$ cat config.mk
export PLATFORM = sky130hd
export DESIGN_NAME = lib_arb_mux_rr
export DESIGN_NICKNAME = d
export VERILOG_FILES = /design/src/rtl/lib_arb_mux_rr.sv
export SDC_FILE = /design/constraint.sdc
export NUM_CORES = 1
export LEC_CHECK = 0
export ABC_AREA = 0
export ABC_CLOCK_PERIOD_IN_PS = 2700
export CORE_MARGIN = 8
export CORE_UTILIZATION = 36
export CTS_CLUSTER_DIAMETER = 60
export DETAILED_ROUTE_END_ITERATION = 16
export PLACE_DENSITY = 0.79
export SLEW_MARGIN = 20
export SYNTH_ARGS = -nofsm -noshare
export SYNTH_HDL_FRONTEND = slang
export SYNTH_SLANG_ARGS = --single-unit
$ cat constraint.sdc
create_clock -name clk -period 2.7 [get_ports clk]
set_clock_uncertainty 0.05 [all_clocks]
set_input_delay 0.405 -clock clk [delete_from_list [all_inputs] [get_ports clk]]
set_output_delay 0.405 -clock clk [all_outputs]
set_load 0.1 [all_outputs]
$ cat src/rtl/lib_arb_mux_rr.sv
// Round-robin arbitrating mux with a registered output stage (valid/ready streams).
// Optional packet lock (hold grant until last_i) enabled by defining LIB_ARB_MUX_RR_PKT_LOCK_EN.
module lib_arb_mux_rr #(
    parameter int unsigned PORTS_NUMBER = 4,
    parameter int unsigned WIDTH        = 8
) (
    input  logic                    clk,
    input  logic                    rst,
    input  logic [PORTS_NUMBER-1:0] valid_i,
    input  logic [WIDTH-1:0]        data_i [PORTS_NUMBER],
    input  logic [PORTS_NUMBER-1:0] last_i,
    output logic [PORTS_NUMBER-1:0] ready_o,
    output logic                    valid_o,
    output logic [WIDTH-1:0]        data_o,
    output logic                    last_o,
    output logic [PORTS_NUMBER-1:0] grant_o,
    input  logic                    ready_i
);

    localparam int unsigned N = PORTS_NUMBER;

    logic [N-1:0]     r_base;
    logic             r_valid;
    logic [WIDTH-1:0] r_data;
    logic             r_last;
    logic [N-1:0]     r_grant;

    logic [N-1:0]     w_base_mask;
    logic [N-1:0]     w_hi;
    logic [N-1:0]     w_arb_sel;
    logic [N-1:0]     w_sel;
    logic [N-1:0]     w_sel_rot;
    logic [N-1:0]     w_ready;
    logic             w_accept;
    logic             w_xfer;
    logic             w_last_sel;
    logic [WIDTH-1:0] w_data_sel;

    assign w_accept = !r_valid || ready_i;

    // Bits at or above the one-hot base; lowest set bit of the masked request wins,
    // otherwise wrap around to the lowest set bit of the whole request vector.
    assign w_base_mask = ~(r_base - N'(1));
    assign w_hi        = valid_i & w_base_mask;
    assign w_arb_sel   = (|w_hi) ? (w_hi & (~w_hi + N'(1)))
                                 : (valid_i & (~valid_i + N'(1)));

`ifdef LIB_ARB_MUX_RR_PKT_LOCK_EN
    logic         r_lock;
    logic [N-1:0] r_lock_sel;

    assign w_sel = r_lock ? (r_lock_sel & valid_i) : w_arb_sel;

    always_ff @(posedge clk) begin
        if (rst) begin
            r_lock     <= 1'b0;
            r_lock_sel <= '0;
        end else if (w_xfer) begin
            r_lock <= !w_last_sel;
            if (!w_last_sel) begin
                r_lock_sel <= w_sel;
            end
        end
    end

    always_ff @(posedge clk) begin
        if (rst) begin
            r_base <= N'(1);
        end else if (w_xfer && w_last_sel) begin
            r_base <= w_sel_rot;
        end
    end
`else
    assign w_sel = w_arb_sel;

    always_ff @(posedge clk) begin
        if (rst) begin
            r_base <= N'(1);
        end else if (w_xfer) begin
            r_base <= w_sel_rot;
        end
    end
`endif

    assign w_ready   = w_accept ? w_sel : '0;
    assign w_xfer    = |w_ready;
    assign w_sel_rot = (w_sel << 1) | (w_sel >> (N - 1));

    always_comb begin
        w_data_sel = '0;
        w_last_sel = 1'b0;
        for (int unsigned i = 0; i < N; i++) begin
            if (w_sel[i]) begin
                w_data_sel = w_data_sel | data_i[i];
                w_last_sel = w_last_sel | last_i[i];
            end
        end
    end

    always_ff @(posedge clk) begin
        if (rst) begin
            r_valid <= 1'b0;
            r_data  <= '0;
            r_last  <= 1'b0;
            r_grant <= '0;
        end else if (w_accept) begin
            if (w_xfer) begin
                r_valid <= 1'b1;
                r_data  <= w_data_sel;
                r_last  <= w_last_sel;
                r_grant <= w_sel;
            end else begin
                r_valid <= 1'b0;
            end
        end
    end

    assign ready_o = w_ready;
    assign valid_o = r_valid;
    assign data_o  = r_data;
    assign last_o  = r_last;
    assign grant_o = r_grant;

endmodule

Word-level counts from Yosys, hierarchy flattened
Cells that the tools add are included.

Input bits: 43. Word-level logic and storage cells: 37. Output and inout bits: 18. Register bits after elaboration: 18.

Multiplexer cells: 11. Reduce and logical (&&, ||, !) cells: 5. Add/sub/neg operators: 3. Bitwise gates (word level): 13.

Operators by type and width (count): $mux 8 (4); $or 8x8->8 (3); $and 4x4->4 (3); $not 4->4 (3); $add 4x1->4 const B (2); $mux 4 (2); $reduce_or 4->1 (2); $mux 1 (5); $or 4x1->4 (1); $sub 4x1->4 const B (1); $or 1x1->1 (3); $reduce_and 2->1 (1); $logic_not 1->1 (1); $logic_or 1x1->1 (1).

Longest topological paths before layout
Word-level depth: 14. Gate-level depth with buffers: 8.

Worst setup path after synthesis
Ideal clock, no wire load.

Kind: reg-to-output. Start point: register r_base[0]. End point: output port ready_o[1]. Path buffers: 1. Arrival: 2246 ps. Path slack: -1 ps. Stages on the path, launching flop included: 8. Data required time: 2245 ps. Cells stage by stage: dfxtp_1 inv_1 ha_1 xnor2_1 and2_1 o41ai_2 buf_4 and2_1.

Cells in the longest elaborated chain, start to end: 8.

RTL lines: start: declaration (RTL line 22) `logic [N-1:0] r_base;`; start signal: assignment (RTL line 80) `r_base <= w_sel_rot;`; $sub 4x1->4 * (RTL line 43) `assign w_base_mask = ~(r_base - N'(1));`; $not 4->4 * (RTL line 43); $and 4x4->4 * (RTL line 44) `assign w_hi = valid_i & w_base_mask;`; $not 4->4 (RTL line 45) `assign w_arb_sel = (|w_hi) ? (w_hi & (~w_hi + N'(1)))`; $add 4x1->4 (RTL line 45); $and 4x4->4 (RTL line 45); $mux 4 * (RTL line 45); $mux 4 * (RTL line 85) `assign w_ready = w_accept ? w_sel : '0;`; end: declaration (RTL line 12) `output logic [PORTS_NUMBER-1:0] ready_o,`.

Every way passes the cells marked *; elsewhere a longest branch is shown, timed or not.

Worst setup path in the final report
Start point: input port valid_i[0]. End point: output port ready_o[3].

Cells in the longest elaborated chain, start to end: 6.

RTL lines: start: declaration (RTL line 9) `input logic [PORTS_NUMBER-1:0] valid_i,`; $and 4x4->4 (RTL line 44); $not 4->4 (RTL line 45); $add 4x1->4 (RTL line 45); $and 4x4->4 (RTL line 45); $mux 4 * (RTL line 45); $mux 4 * (RTL line 85).

Marked as above.

==> results.py <==
metrics = {
    "timing": {
        "worst_slew_pin_slew_ns": 0.7696,
        "finalSetupViolations": 0,
        "min_period_over_period": 0.9584,
        "relSlewSlack": 0.4854,
        "finalMaxSlewViolations": 0,
        "finalHoldViolCount": 0,
        "min_period_ns": 2.588,
        "max_freq_mhz": 386.4,
        "fin_ws_ns": 0.1123,
        "hold_slack_ns": 0.4142,
    },
    "synth": {
        "synth.top_cell.area_share": 0.3721,
        "ys_types": 31,
        "synth_top_cells_by_area": "dfxtp_1, a221oi_1, a22oi_1, a211oi_1, nand2_1",
        "synth_nets": 157,
        "yosysWarnings": 0,
        "synth_area_per_cell_um2": 8.570,
        "syn_inst": 113,
        "yosysTopAreaCell": "dfxtp_1",
        "synth-seq-area-share": 0.3721,
        "ys_ff_latch": 18,
        "syn_area_um2": 968.4,
    },
    "setup_path": {
        "cp.arrival_ns": 2.13,
        "r2r_start": "r_base[0]",
        "cp_slowest_stage_delay_ns": 0.48,
        "cp_max_fo": 4,
        "crit_slowest_cell": "clkdlybuf4s50_1",
        "cp_cell_sequence": "clkdlybuf4s50_1 > or3_4 > a21boi_0 > nor4b_2 > nand2_1 > inv_2 > buf_12",
        "crit_path_start": "valid_i[0]",
        "crit_path_end_kind": "output pin",
        "critPathKind": "in2out",
        "critPathLaunchType": "input port",
        "required_ns": 2.25,
    },
    "die": {
        "core_area_um2": 2663,
        "core.rowCount": 19,
        "die_area_um2": 4606,
        "pin_count": 61,
        "fp.dieW_um": 67.87,
        "die_y_um": 67.87,
        "start_util": 0.3637,
    },
    "drt": {
        "wl_per_cell_um": 17.27,
        "routed_wl_mm": 3.557,
        "top_layer_used": "met3",
        "drc": 0,
        "first_pass_iters": 4,
        "vias": 1126,
        "vias_per_cell": 5.466,
        "ant_nets": 0,
        "routed-wl-met3_um": 330,
        "met2_length_mm": 1.896,
        "drt-met1-wl_mm": 1.331,
        "drtIter0Drc": 63,
    },
    "power_and_ir_drop": {
        "powerDensity_nw_per_um2": 627.9,
        "total_leakage_power_nw": 0.6939,
        "peakVddDrop_mv": 0.5594,
    },
    "cells_and_area": {
        "final_cell_mix": "clkdlybuf4s50_1, buf_4, dfxtp_1",
        "final_common_cell": "clkdlybuf4s50_1",
        "fin_nets": 220,
        "final_layout_size_suffix_gt1_frac": 0.2229,
        "synthToLayoutAreaGrowth_pct": 72.61,
        "fillers": 225,
        "diodes": 0,
    },
    "grt": {
        "grt_overflow": 0,
        "grt_max_degree": 19,
        "grt_pass1_wl_mm": 5.526,
        "antenna_found_initial": 0,
        "grt_usage": 0.1530,
        "grt_pass1_vias": 1180,
    },
    "clock_tree": {
        "clk_pin_slew_ns": 0.10,
        "clk_latency_ns": 0.30,
        "tritoncts": "done",
        "clock-sinks": 18,
        "ctsHoldBuffers": 0,
        "htree_levels": 1,
        "clockBufferDepth": 2,
        "cts_made_buffers": 3,
        "clockRootBuffer": "clkbuf_4",
    },
    "run_status": {
        "status": "complete, no violations",
    },
    "min_path": {
        "hp-start": "grant_o[3]",
        "min_path_type": "reg2reg",
    },
    "placement": {
        "place.gp.congestion": 0.8449,
        "dp_worst_setup_slack_ns": 0.09915,
        "dp_hpwl_mm": 2.770,
        "io_buffers": 60,
    },
    "run": {
        "max-cap-violations": 0,
    },
}
## metrics by stage
stage | TNS (ns) | std cells | utilization | instance area, um2 | power [W]
finish | 0 | 206 | 0.6278 | 1672 | 0.001050
global route | -0.01279 | 206 | 0.6278 | 1672 | 0.001096
CTS | 0 | 206 | 0.6231 | 1659 | 0.001053
detailed placement | 0 | 202 | 0.6095 | 1623 | 0.0008833
global placement | 0 | 202 | 0.6095 | 1623 | 0.0008757
floorplan | 0 | 113 | - | 969.7 | 0.0006996
## per-layer routing
| metal | vias up | GRT usage |
|---|---|---|
| met5 | - | 0 |
| met3 | 0 | 0.06547 |
| met1 | 539 | 0.1684 |
| li1 | 547 | - |
| met2 | 40 | 0.2686 |
| met4 | 0 | 0.03325 |
## what timing repair did
item | CTS | global route
buffers inserted | 0 | 0
endpoints found under the setup margin | 0 | 3
gates resized for setup | 0 | 6
## critical path, delay by kind of cell
family                 cells  cell delay [ns]
buffers and inverters      3             0.75
AOI/OAI and AO/OA          1             0.14
and+or+nand+nor            3             0.84
## final cells by class
class,count,area [um2],area share
multi-input combinational,80,553.0,0.3308
clock buffer,4,36.28,0.02171
inverter,7,26.28,0.01572
sequential,18,361.6,0.2163
tap,31,38.79,0.02320
timing repair buffer,66,655.6,0.3922
## sequential cells by signal (all words and copies together) (netlist names)
register  flops
data_o        8
grant_o       4
r_base        4
last_o        1
valid_o       1
## final timing paths
path	depth (start not counted)	slack, ns	endpoint
setup / recovery	7	0.11	ready_o[3]
setup reg to reg	8	0.60	last_o
hold reg to reg	2	0.41	grant_o[3]
hold / removal	2	0.41	grant_o[3]
## where the power goes
part | switching [W] | leakage, nW | internal [W] | total, W
Combinational | 0.000369 | 0.524 | 0.000194 | 0.000564
Clock | 0.0000882 | 0.0210 | 0.0000823 | 0.000170
Sequential | 0.0000184 | 0.149 | 0.000297 | 0.000315
Total | 0.000476 | 0.694 | 0.000574 | 0.00105
## Yosys cell counts, drive strengths merged
library cell	number
o31ai	1
inv	7
o41ai	1
buf	4
ha	1
or3	1
o32ai	1
a22oi	10
nand3	1
o21ai	3
dfxtp	18
nor4b	2
or4	1
o211ai	1
a211oi	9
and2	2
nor2	12
o21a	1
o22ai	1
and3	1
nand2b	1
a21boi	1
nand2	12
a221oi	9
xnor2	1
clkbuf	4
a21oi	7
## logic make-up (layout without fill, tap and decap cells)
kind of cell / Yosys count / count (layout) / share of synthesized area
buffers and inverters: 15 / 77 / 0.07105
xor gates and xnor gates: 1 / 1 / 0.009046
AOI/OAI and AO/OA: 45 / 45 / 0.3695
DFF: 18 / 18 / 0.3721
adders and majority gates: 1 / 1 / 0.01292
and+or+nand+nor: 33 / 33 / 0.1654
No activity file was read; power rests on OpenSTA's default activity.
